### config.mk
export PLATFORM = sky130hd
export DESIGN_NAME = chip_idle_ctrl
export DESIGN_NICKNAME = d
export VERILOG_FILES = /design/src/rtl/chip_idle_pkg.sv /design/src/rtl/chip_idle_gen.sv /design/src/rtl/chip_idle_ctrl.sv
export SDC_FILE = /design/constraint.sdc
export NUM_CORES = 1
export LEC_CHECK = 0
export CORE_UTILIZATION = 25
export CTS_BUF_LIST = sky130_fd_sc_hd__clkbuf_8
export CTS_CLUSTER_DIAMETER = 30
export DETAILED_ROUTE_END_ITERATION = 16
export DONT_BUFFER_PORTS = 1
export HOLD_SLACK_MARGIN = 0.12
export MAX_ROUTING_LAYER = met4
export SLEW_MARGIN = 20
export SYNTH_ARGS = -nofsm -noshare
export SYNTH_HDL_FRONTEND = slang
export SYNTH_HIERARCHICAL = 1
export SYNTH_SLANG_ARGS = --single-unit
export TNS_END_PERCENT = 100
### constraint.sdc
create_clock -name clk -period 2.7 [get_ports clk]
set_clock_uncertainty 0.15 [all_clocks]
set_input_delay 0.405 -clock clk [delete_from_list [all_inputs] [get_ports clk]]
set_output_delay 0.405 -clock clk [all_outputs]
set_load 0.005 [all_outputs]
### src/rtl/chip_idle_pkg.sv
// ---------------------------------------------------------------------------
// chip_idle_pkg
// Shared types for the chip idle / clock-gating controller.
//   chip_idle_state_e : controller FSM states, 3-bit encoding that is also
//                       driven out on state_o for debug visibility.
// ---------------------------------------------------------------------------
package chip_idle_pkg;

    localparam int STATE_W = 3;

    // The encoding is visible on state_o, so the values are pinned explicitly.
    typedef enum logic [STATE_W-1:0] {
        ST_RUN      = 3'd0,
        ST_FILTER   = 3'd1,
        ST_GATE_REQ = 3'd2,
        ST_GATED    = 3'd3,
        ST_UNGATE   = 3'd4
    } chip_idle_state_e;

endpackage

### src/rtl/chip_idle_gen.sv
// ---------------------------------------------------------------------------
// chip_idle_gen
// Combinational chip-idle condition from CPU and cache-bank status lanes.
// A CPU is idle when it is in WFI, in WFE, or held in reset.
// A bank is idle when it reports idle or is held in reset.
// Ports:
//   i_cpu_wfi/i_cpu_wfe/i_cpu_rstn : per-CPU status (N_CPU lanes)
//   i_bank_idle/i_bank_rstn        : per-bank status (N_BANK lanes)
//   o_idle                         : 1 when every CPU and every bank is idle
// ---------------------------------------------------------------------------
module chip_idle_gen #(
    parameter int N_CPU  = 5,
    parameter int N_BANK = 4
) (
    input  logic [N_CPU-1:0]  i_cpu_wfi,
    input  logic [N_CPU-1:0]  i_cpu_wfe,
    input  logic [N_CPU-1:0]  i_cpu_rstn,
    input  logic [N_BANK-1:0] i_bank_idle,
    input  logic [N_BANK-1:0] i_bank_rstn,
    output logic              o_idle
);

    logic [N_CPU-1:0]  w_cpu_idle;
    logic [N_BANK-1:0] w_bank_idle;

    assign w_cpu_idle  = i_cpu_wfi | i_cpu_wfe | ~i_cpu_rstn;
    assign w_bank_idle = i_bank_idle | ~i_bank_rstn;
    assign o_idle      = (&w_cpu_idle) & (&w_bank_idle);

endmodule

### src/rtl/chip_idle_ctrl.sv
// ---------------------------------------------------------------------------
// chip_idle_ctrl
// Always-on controller that gates the chip clock once the chip has been idle
// for a programmable number of cycles, using a four-phase req/ack handshake
// with the clock controller, and ungates on wake or renewed activity.
// Ports:
//   clk, rstn                     : always-on clock, async active-low reset
//   cpu_wfi/cpu_wfe/cpu_rstn      : per-CPU status lanes
//   bank_idle/bank_rstn           : per-bank status lanes
//   cfg_en                        : gating enable
//   cfg_idle_thresh               : idle cycles required before requesting
//   wake_irq                      : OR of pending wake sources
//   clk_gate_ack                  : clock controller acknowledge
//   clk_gate_req                  : gating request (four-phase)
//   chip_is_idle                  : registered idle flag
//   chip_gated                    : high while gated
//   gate_cnt                      : completed gate entries, saturating
//   state_o                       : FSM state, for debug
// ---------------------------------------------------------------------------
module chip_idle_ctrl
    import chip_idle_pkg::*;
#(
    parameter int CPU_IDLE_N_CPU  = 5,
    parameter int CPU_IDLE_N_BANK = 4,
    parameter int IDLE_CNT_W      = 16,
    parameter int GATE_CNT_W      = 16
) (
    input  logic                       clk,
    input  logic                       rstn,
    input  logic [CPU_IDLE_N_CPU-1:0]  cpu_wfi,
    input  logic [CPU_IDLE_N_CPU-1:0]  cpu_wfe,
    input  logic [CPU_IDLE_N_CPU-1:0]  cpu_rstn,
    input  logic [CPU_IDLE_N_BANK-1:0] bank_idle,
    input  logic [CPU_IDLE_N_BANK-1:0] bank_rstn,
    input  logic                       cfg_en,
    input  logic [IDLE_CNT_W-1:0]      cfg_idle_thresh,
    input  logic                       wake_irq,
    input  logic                       clk_gate_ack,
    output logic                       clk_gate_req,
    output logic                       chip_is_idle,
    output logic                       chip_gated,
    output logic [GATE_CNT_W-1:0]      gate_cnt,
    output logic [STATE_W-1:0]         state_o
);

    localparam logic [IDLE_CNT_W-1:0] IDLE_ONE = {{(IDLE_CNT_W-1){1'b0}}, 1'b1};
    localparam logic [GATE_CNT_W-1:0] GATE_ONE = {{(GATE_CNT_W-1){1'b0}}, 1'b1};

    logic                  w_idle_comb;
    logic                  w_abort;
    logic                  w_gate_inc;
    logic [IDLE_CNT_W-1:0] w_idle_cnt_nxt;
    chip_idle_state_e      w_state_nxt;

    logic                  r_chip_is_idle;
    logic [IDLE_CNT_W-1:0] r_idle_cnt;
    logic [GATE_CNT_W-1:0] r_gate_cnt;
    chip_idle_state_e      r_state;

    chip_idle_gen #(
        .N_CPU  (CPU_IDLE_N_CPU),
        .N_BANK (CPU_IDLE_N_BANK)
    ) u_idle_gen (
        .i_cpu_wfi   (cpu_wfi),
        .i_cpu_wfe   (cpu_wfe),
        .i_cpu_rstn  (cpu_rstn),
        .i_bank_idle (bank_idle),
        .i_bank_rstn (bank_rstn),
        .o_idle      (w_idle_comb)
    );

    // Abort is built from the registered idle flag, so status changes reach
    // the FSM one cycle after they appear on the input lanes.
    assign w_abort = ~r_chip_is_idle | ~cfg_en | wake_irq;

    always_ff @(posedge clk or negedge rstn) begin
        if (!rstn) begin
            r_chip_is_idle <= 1'b0;
            r_state        <= ST_RUN;
            r_idle_cnt     <= '0;
            r_gate_cnt     <= '0;
        end else begin
            r_chip_is_idle <= w_idle_comb;
            r_state        <= w_state_nxt;
            r_idle_cnt     <= w_idle_cnt_nxt;
            if (w_gate_inc && (r_gate_cnt != '1)) begin
                r_gate_cnt <= r_gate_cnt + GATE_ONE;
            end
        end
    end

    // The filter counter only holds a non-zero value while in FILTER; every
    // other path clears it so each new filter period starts from zero.
    // Once a request is raised it is held until the ack arrives, even if an
    // abort shows up meanwhile, which keeps the handshake four-phase.
    always_comb begin
        w_state_nxt    = r_state;
        w_idle_cnt_nxt = '0;
        w_gate_inc     = 1'b0;
        case (r_state)
            ST_RUN: begin
                if (!w_abort) begin
                    w_state_nxt = ST_FILTER;
                end
            end
            ST_FILTER: begin
                if (w_abort) begin
                    w_state_nxt = ST_RUN;
                end else if (r_idle_cnt >= cfg_idle_thresh) begin
                    w_state_nxt = ST_GATE_REQ;
                end else if (r_idle_cnt == '1) begin
                    w_idle_cnt_nxt = r_idle_cnt;
                end else begin
                    w_idle_cnt_nxt = r_idle_cnt + IDLE_ONE;
                end
            end
            ST_GATE_REQ: begin
                if (clk_gate_ack) begin
                    w_state_nxt = ST_GATED;
                    w_gate_inc  = 1'b1;
                end
            end
            ST_GATED: begin
                if (w_abort) begin
                    w_state_nxt = ST_UNGATE;
                end
            end
            ST_UNGATE: begin
                if (!clk_gate_ack) begin
                    w_state_nxt = ST_RUN;
                end
            end
            default: begin
                w_state_nxt = ST_RUN;
            end
        endcase
    end

    // Outputs decode straight from the state register, so reset drops the
    // request asynchronously.
    assign clk_gate_req = (r_state == ST_GATE_REQ) || (r_state == ST_GATED);
    assign chip_gated   = (r_state == ST_GATED);
    assign chip_is_idle = r_chip_is_idle;
    assign gate_cnt     = r_gate_cnt;
    assign state_o      = r_state;

endmodule

# [Yosys cells after proc, flatten, opt, wreduce, memory -nomap -nowiden]
# Index checks and enable logic that the tools add are counted.
# Widths: inputs -> output; s select.
[totals] ff_bits=36 output_inout_bits=22 wordCells=48
[op_classes] n_addsub=2 magnitude_cmp=1 eq_ne=12 n_mux=13 bitwise_logic=10 n_reduce_logical=6
[ops] operator="$mux 16" count=4
[ops] operator="$add 16x1->16 const B" count=2
[ops] operator="$mux 3" count=6
[ops] operator="$eq 16x16->1 const B" count=1
[ops] operator="$ge 16x16->1" count=1
[ops] operator="$ne 16x16->1 const B" count=1
[ops] operator="$pmux 3 s5" count=1
[ops] operator="$or 5x5->5" count=2
[ops] operator="$reduce_and 5->1" count=2
[ops] operator="$eq 3x2->1 const B" count=2
[ops] operator="$ne 2x2->1 const B" count=3
[ops] operator="$not 5->5" count=1
[ops] operator="$ne 4x4->1 const B" count=1
[ops] operator="$not 4->4" count=1
[ops] operator="$or 4x4->4" count=1
[ops] operator="$reduce_and 4->1" count=1
[ops] operator="$eq 3x1->1 const B" count=1
[ops] operator="$eq 3x3->1 const B" count=1
[ops] operator="$logic_not 3->1" count=1
[ops] operator="$ne 3x3->1 const B" count=1
[ops] operator="$mux 1" count=2
[ops] operator="$ne 2x1->1 const B" count=1
[ops] operator="$not 1->1" count=2
[ops] operator="$or 1x1->1" count=2
[ops] operator="other kinds (3)" count=3

# [Longest topological paths before layout]
# Gate-level depths: netlist (run 1).
[depth] word_depth=5 mapped_depth=8

# [Cells and area by module]
# The synthesis (run 1) kept the hierarchy.
[modules_own_cells] module="chip_idle_ctrl" instances=1 cells_each=241 area_each_um2=2235.9 seq_area_each_um2=900.9
[modules_own_cells] module="chip_idle_gen" instances=1 cells_each=13 area_each_um2=85.1 seq_area_each_um2=0.0

# [Least setup slack after synthesis (run 1)]
# Ideal clock, no wire load.
[synth_timing] path_kind="input to register" start="in cfg_idle_thresh[13]" end="reg r_state[1], in the netlist state_o[1]" arrival_time_ns=1.694 t_required_ns=2.430 path_slack_ns=0.735 path_stages=7 n_path_buf=0 cell_sequence="inv_1 > ha_1 > a211o_1 > o211ai_1 > and4_1 > o211ai_2 > a31o_2"
[synth_between] elab_chain_cells=3
[synth_rtl] element="from (decl)" line_no="chip_idle_ctrl.sv:36" source="input logic [IDLE_CNT_W-1:0] cfg_idle_thresh,"
[synth_rtl] element="$ge 16x16->1" line_no="chip_idle_ctrl.sv:109" source="end else if (r_idle_cnt >= cfg_idle_thresh) begin"
[synth_rtl] element="$ne 3x3->1 (no line)"
[synth_rtl] element="$reduce_and 5->1 (no line)"
[synth_rtl] element="to (signal assigned)" line_no="chip_idle_ctrl.sv:84" source="r_state <= w_state_nxt;"
[synth_rtl] element="to (decl)" line_no="chip_idle_ctrl.sv:58" source="chip_idle_state_e r_state;"
# No other way between the ends.
# A chain may end at the register's enable or synchronous reset.

# [Worst setup path after layout (run 1)]
[layout_timing] start="reg r_idle_cnt[2]" end="reg r_state[1], in the netlist state_o[1]"
[layout_between] elab_chain_cells=3
[layout_rtl] element="from (decl)" line_no="chip_idle_ctrl.sv:56" source="logic [IDLE_CNT_W-1:0] r_idle_cnt;"
[layout_rtl] element="from (signal assigned)" line_no="chip_idle_ctrl.sv:85" source="r_idle_cnt <= w_idle_cnt_nxt;"
[layout_rtl] element="$ge 16x16->1" line_no="chip_idle_ctrl.sv:109"
[layout_rtl] element="$ne 3x3->1 (no line)"
[layout_rtl] element="$reduce_and 5->1 (no line)"
# No other way between the ends.

==> run summary, run 1 <==
Worst Setup Start Kind - flop
RSZ-0062 raised after global routing - false
Post-synth EDFFs - 0
FFs w/ async S/R, synth - 100.0%
antenna fix cells - 0
final core utilization - 29.02%
routing usage on met2 - 18.36%
register area share after synthesis - 38.81%
CTS-repair resized insts - 0
Final setup violation count - 0
Yosys cell types - 43
vias per std cell - 4.805
outcome - finished clean
WHS Endpoint - state_o[2]
layer carrying the most global-route usage - met2
CP arrival - 2380 ps
row count - 34
number of global-route vias before repair - 1820
DRC violations left - 0
die area - 9674 sq um
Reg-to-Reg Start - r_idle_cnt[2]
Req. time, crit path - 2730 ps
Post-Place Cells - 360
crit path cell chain - ha_1, a211oi_1, o21ai_0, a21oi_1, o211ai_2, a31o_2
Clk Latency, worst-skew pair - 290 ps
number of max-cap violations - 0
initial antenna violation count - 0
Hold Path Cell Cnt - 1
nets@finish - 323
H-tree levels - 2
flop-to-flop setup slack - 350 ps
flop and latch count out of synthesis - 36
Die Height - 98.36 um
top_reg_cell synth - dfrtp_1
GRT overflow - 0
CP Max Fanout - 17
Vias - 1778
average size of a mapped cell - 9.138 sq um
DP HPWL - 3761 um
Final Cycle Share - 87.10%
top cells by area, synth - dfrtp_1, ha_1, nor2_1
initial core utilization - 26.23%
crit end category - flop
CP Class - reg2reg
hold_buf cts - 2
core area - 8848 sq um
cell type with the largest total area after synthesis - dfrtp_1
final hold viol count - 0
Worst path max stage delay - 430 ps
area delta synth->final - 10.62%
Layout Cells excl Fill - 370
Die X - 98.36 um
TritonCTS buffer count - 5
final slew viol count - 0
Longest Clk Path Bufs - 2
Post-CTS Setup Bufs - 0
transition time of the tightest slew-check pin - 729.7 ps
gr usage total - 11.03%
Cells after Synth - 254
clk root buf - clkbuf_8
WL per Instance - 12.86 um
final antenna-violating net count - 0
Total Power - 1071 uW
Hold Path Origin - clk_gate_ack
grt met3 use - 4.724%
IO Port Bufs - 0
Synth top cells by count - dfrtp_1, nor2_1, inv_1
delay-heaviest family, CP - compound AO/OA/AOI/OAI gates
Slew headroom - 51.21%
M1 GR Usage - 12.26%
first-pass GRT wire length - 8307 um
Leak Pwr - 0.001156 uW
most common cell in the netlist - dfrtp_1
Tightest Hold Check Type - in2reg
CP Buf/Inv Count - 0
setup TNS - 0 ps
reg2reg end - state_o[1]
pin count of the biggest net entering global routing - 37
TritonCTS clock tree - built
Detailed Route WL - 4758 um
Period minus WS final - 2352 ps
Initial DRT Pass Iterations - 6
clock sink total - 36
Initial DRC Count - 47
fmax - 425.2 MHz
Worst-path clk slew - 70 ps
Post-Syn Area - 2321 sq um
Crit-path slowest cell - dfrtp_1
post-synth top area share - 38.81%
power density cells - 417.0 nW/um^2
maximum vdd drop - 0.3050 mV
reg2reg path depth - 6
gpl congestion - 0.7718
Syn Nets - 316
I/O Pins - 66
yosys warns - 6
layout cells sized above 1 - 8.397%
[flip-flops by register name, summed over array words and instances (netlist names)]
| signal | flops |
|---|---|
| chip_is_idle | 1 |
| gate_cnt | 16 |
| state_o | 3 |
| r_idle_cnt | 16 |
[metrics by stage]
stage          instance area [sq um]  hold slack (ps)  setup slack (ps)
2_1_floorplan                   2321           -40.59             735.5
3_3_place_gp                    2447           -39.61             385.8
3_5_place_dp                    2447           -39.85             319.5
4_1_cts                         2567            139.3             324.3
5_1_grt                         2567            138.1             187.1
6_report                        2567            143.4             348.2
[worst max-delay path by stage]
stage,slack (ps),endpoint,cells after the start,start
2_1_floorplan,740,state_o[1],7,cfg_idle_thresh[13]
3_3_place_gp,390,state_o[1],7,cfg_idle_thresh[2]
3_5_place_dp,320,state_o[1],7,cfg_idle_thresh[2]
4_1_cts,320,state_o[1],6,r_idle_cnt[2]
5_1_grt,190,state_o[1],6,r_idle_cnt[2]
6_report,350,state_o[1],6,r_idle_cnt[2]
[metal layers]
metal / part of all wire, % / up-vias
met5: 0 / -
met2: 49 / 46
met4: 0.32 / 0
met3: 8.2 / 3
met1: 43 / 828
li1: - / 901
[worst register-to-register path, cell delays in order, from the launching register on]
cell      delay, ps
dfrtp_1         430
ha_1            310
a211oi_1        220
o21ai_0         110
a21oi_1         310
o211ai_2        360
a31o_2          360
[cell families after synthesis]
logic type                 after synthesis  synth area share, %
and+or+nand+nor                        113                26.09
AOI/OAI and AO/OA                       36                11.16
DFF                                     36                38.81
buffers and inverters                   26                4.420
xor gates and xnor gates                22                8.302
adders and majority gates               18                9.704
muxes                                    3                1.509
[report_power, final]
part | internal (uW) | switching (uW) | leakage [uW]
Sequential | 559 | 29.6 | 0.000490
Combinational | 46.4 | 46.7 | 0.000612
Clock | 201 | 189 | 0.0000538
Total | 806 | 265 | 0.00116
[area by class of cell]
| cell class | count | area (sq um) |
|---|---|---|
| clock buffer | 6 | 82.58 |
| multi-input combinational | 192 | 1318 |
| inverter | 23 | 86.33 |
| timing repair buffer | 3 | 37.54 |
| clock inverter | 2 | 7.507 |
| sequential | 36 | 900.9 |
| fill | 938 | 6281 |
| tap | 108 | 135.1 |
[layout by cell type, fill, tap and decap left out, types with 3 or more instances in the layout]
master and count:
nand4_1 5, xor2_1 11, nor2b_1 3, o21ai_0 6
nand3_1 15, a21oi_1 11, clkbuf_8 6, and4_1 4
nor3_1 10, dfrtp_1 36, nor3_2 3, nor3b_1 3
a211oi_1 3, nand2_1 19, ha_1 18, nand3b_1 3
inv_1 25, nor2_1 32, nand2b_1 6, xnor2_1 11
Note: power is estimated with default switching activity, not from simulation.
==> run 2, diff against run 1 <==
clock period = 3 ns   (was 2.7 ns; I/O delays follow)
==> run summary, run 2 (synthesis gave the netlist of run 1 again) <==
outcome - finished clean (unchanged)
gr usage total - 11.21% (was 11.03%)
final antenna-violating net count - 0 (unchanged)
Slew headroom - 50.25% (was 51.21%)
number of global-route vias before repair - 1822 (was 1820)
I/O Pins - 66 (unchanged)
Placed Area - 2447 sq um (unchanged)
Final setup violation count - 0 (unchanged)
die area - 9674 sq um (unchanged)
Reg-to-Reg Start - r_idle_cnt[2] (unchanged)
TritonCTS clock tree - built (unchanged)
clock sink total - 36 (unchanged)
CP Buf/Inv Count - 0 (unchanged)
Detailed Route WL - 4734 um (was 4758 um)
core area - 8848 sq um (unchanged)
GRT overflow - 0 (unchanged)
fmax - 427.0 MHz (was 425.2 MHz)
hold_buf cts - 2 (unchanged)
setup TNS - 0 ps (unchanged)
number of max-cap violations - 0 (unchanged)
H-tree levels - 2 (unchanged)
initial antenna violation count - 0 (unchanged)
reg2reg end - state_o[1] (unchanged)
TritonCTS buffer count - 5 (unchanged)
WL per Instance - 12.79 um (was 12.86 um)
Longest Clk Path Bufs - 2 (unchanged)
RSZ-0062 raised after global routing - false (unchanged)
flop-to-flop setup slack - 660 ps (was 350 ps)
clk root buf - clkbuf_8 (unchanged)
CTS-repair resized insts - 0 (unchanged)
final core utilization - 29.02% (unchanged)
Clk Latency, worst-skew pair - 290 ps (about the same)
first-pass GRT wire length - 8314 um (was 8307 um)
row count - 34 (unchanged)
Worst path max stage delay - 420 ps (was 430 ps)
Tightest Hold Check Type - in2reg (unchanged)
DRC violations left - 0 (unchanged)
final slew viol count - 0 (unchanged)
WHS Endpoint - state_o[2] (unchanged)
PnR worst setup slack - 658.0 ps (was 348.2 ps)
delay-heaviest family, CP - compound AO/OA/AOI/OAI gates (unchanged)
Leak Pwr - 0.001156 uW (unchanged)
nets@finish - 323 (unchanged)
Req. time, crit path - 3030 ps (was 2730 ps)
Layout fillers - 951 (was 938)
area delta synth->final - 10.62% (unchanged)
antenna fix cells - 0 (unchanged)
Die X - 98.36 um (unchanged)
reg2reg path depth - 6 (unchanged)
maximum vdd drop - 0.2373 mV (was 0.3050 mV)
Initial DRC Count - 45 (was 47)
layout cells sized above 1 - 8.397% (unchanged)
DP HPWL - 3741 um (was 3761 um)
fin area - 2567 sq um (unchanged)
Final Cycle Share - 78.07% (was 87.10%)
Period minus WS final - 2342 ps (was 2352 ps)
IO Port Bufs - 0 (unchanged)
transition time of the tightest slew-check pin - 744.0 ps (was 729.7 ps)
Die Height - 98.36 um (unchanged)
Crit-path slowest cell - dfrtp_1 (unchanged)
final hold viol count - 0 (unchanged)
initial core utilization - 26.23% (unchanged)
Post-CTS Setup Bufs - 0 (unchanged)
commonest non-fill, non-tap cell in the layout - dfrtp_1 (unchanged)
Hold Path Origin - clk_gate_ack (unchanged)
Worst Setup Start Kind - flop (unchanged)
Hold Path Cell Cnt - 1 (unchanged)
Worst-path clk slew - 70 ps (about the same)
power density cells - 373.3 nW/um^2 (was 417.0 nW/um^2)
CP arrival - 2370 ps (was 2380 ps)
gpl congestion - 0.7492 (was 0.7718)
crit path cell chain - ha_1, a211oi_1, o21ai_0, a21oi_1, o211ai_2, a31o_2 (unchanged)
Initial DRT Pass Iterations - 6 (unchanged)
Vias - 1807 (was 1778)
vias per std cell - 4.884 (was 4.805)
crit end category - flop (unchanged)
most frequent cells in the layout - dfrtp_1, nor2_1, inv_1 (unchanged)
CP Class - reg2reg (unchanged)
CP Max Fanout - 17 (unchanged)
pin count of the biggest net entering global routing - 37 (unchanged)
Setup WS pre-CTS - 580.5 ps (was 319.5 ps)
-- run 2: cell counts in the layout (fill, tap and decap cells not counted) --
No cell type changed its count.
-- run 2: metal layers --
layer	global-route usage [%]	vias to the layer above	share of wire, %
met5	-	-	0
met2	18.09	43	49
li1	-	896	-
met3	3.937	7	7.2
met1	12.70	861	42
met4	4.478	0	1.4
-- run 2: worst register-to-register path, cell delays in order, from the launching register on --
cell	delay [ps]
dfrtp_1	420
ha_1	300
a211oi_1	220
o21ai_0	110
a21oi_1	310
o211ai_2	360
a31o_2	360
-- run 2: stage by stage --
stage,hold slack (ps),power [uW],cells
after floorplan,4.409,591.1,254
after global routing,172.8,1009,370
after global placement,5.370,605.8,360
final,181.6,958.4,370
after CTS,171.6,975.4,370
after detailed placement,5.118,610.9,360
-- run 2: worst max path at each step --
stage                        startpoint         end  slack [ps]  depth (start not counted)
floorplan           cfg_idle_thresh[13]  state_o[1]         990                          7
global placement     cfg_idle_thresh[2]  state_o[1]         640                          7
detailed placement   cfg_idle_thresh[2]  state_o[1]         580                          7
CTS                       r_idle_cnt[2]  state_o[1]         640                          6
global route              r_idle_cnt[2]  state_o[1]         470                          6
finish                    r_idle_cnt[2]  state_o[1]         660                          6
-- run 2: where the power goes --
group          total, uW  switching, uW  leakage, uW  internal (uW)
Sequential           529           26.6     0.000490            503
Combinational       83.6           42.1     0.000612           41.5
Clock                345            165    0.0000538            180
-- run 2: area by class of cell --
class	count	area (sq um)	area share [%]
tap	108	135.1	5.263
sequential	36	900.9	35.09
clock buffer	6	82.58	3.216
timing repair buffer	3	37.54	1.462
multi-input combinational	192	1318	51.32
clock inverter	2	7.507	0.2924
inverter	23	86.33	3.363
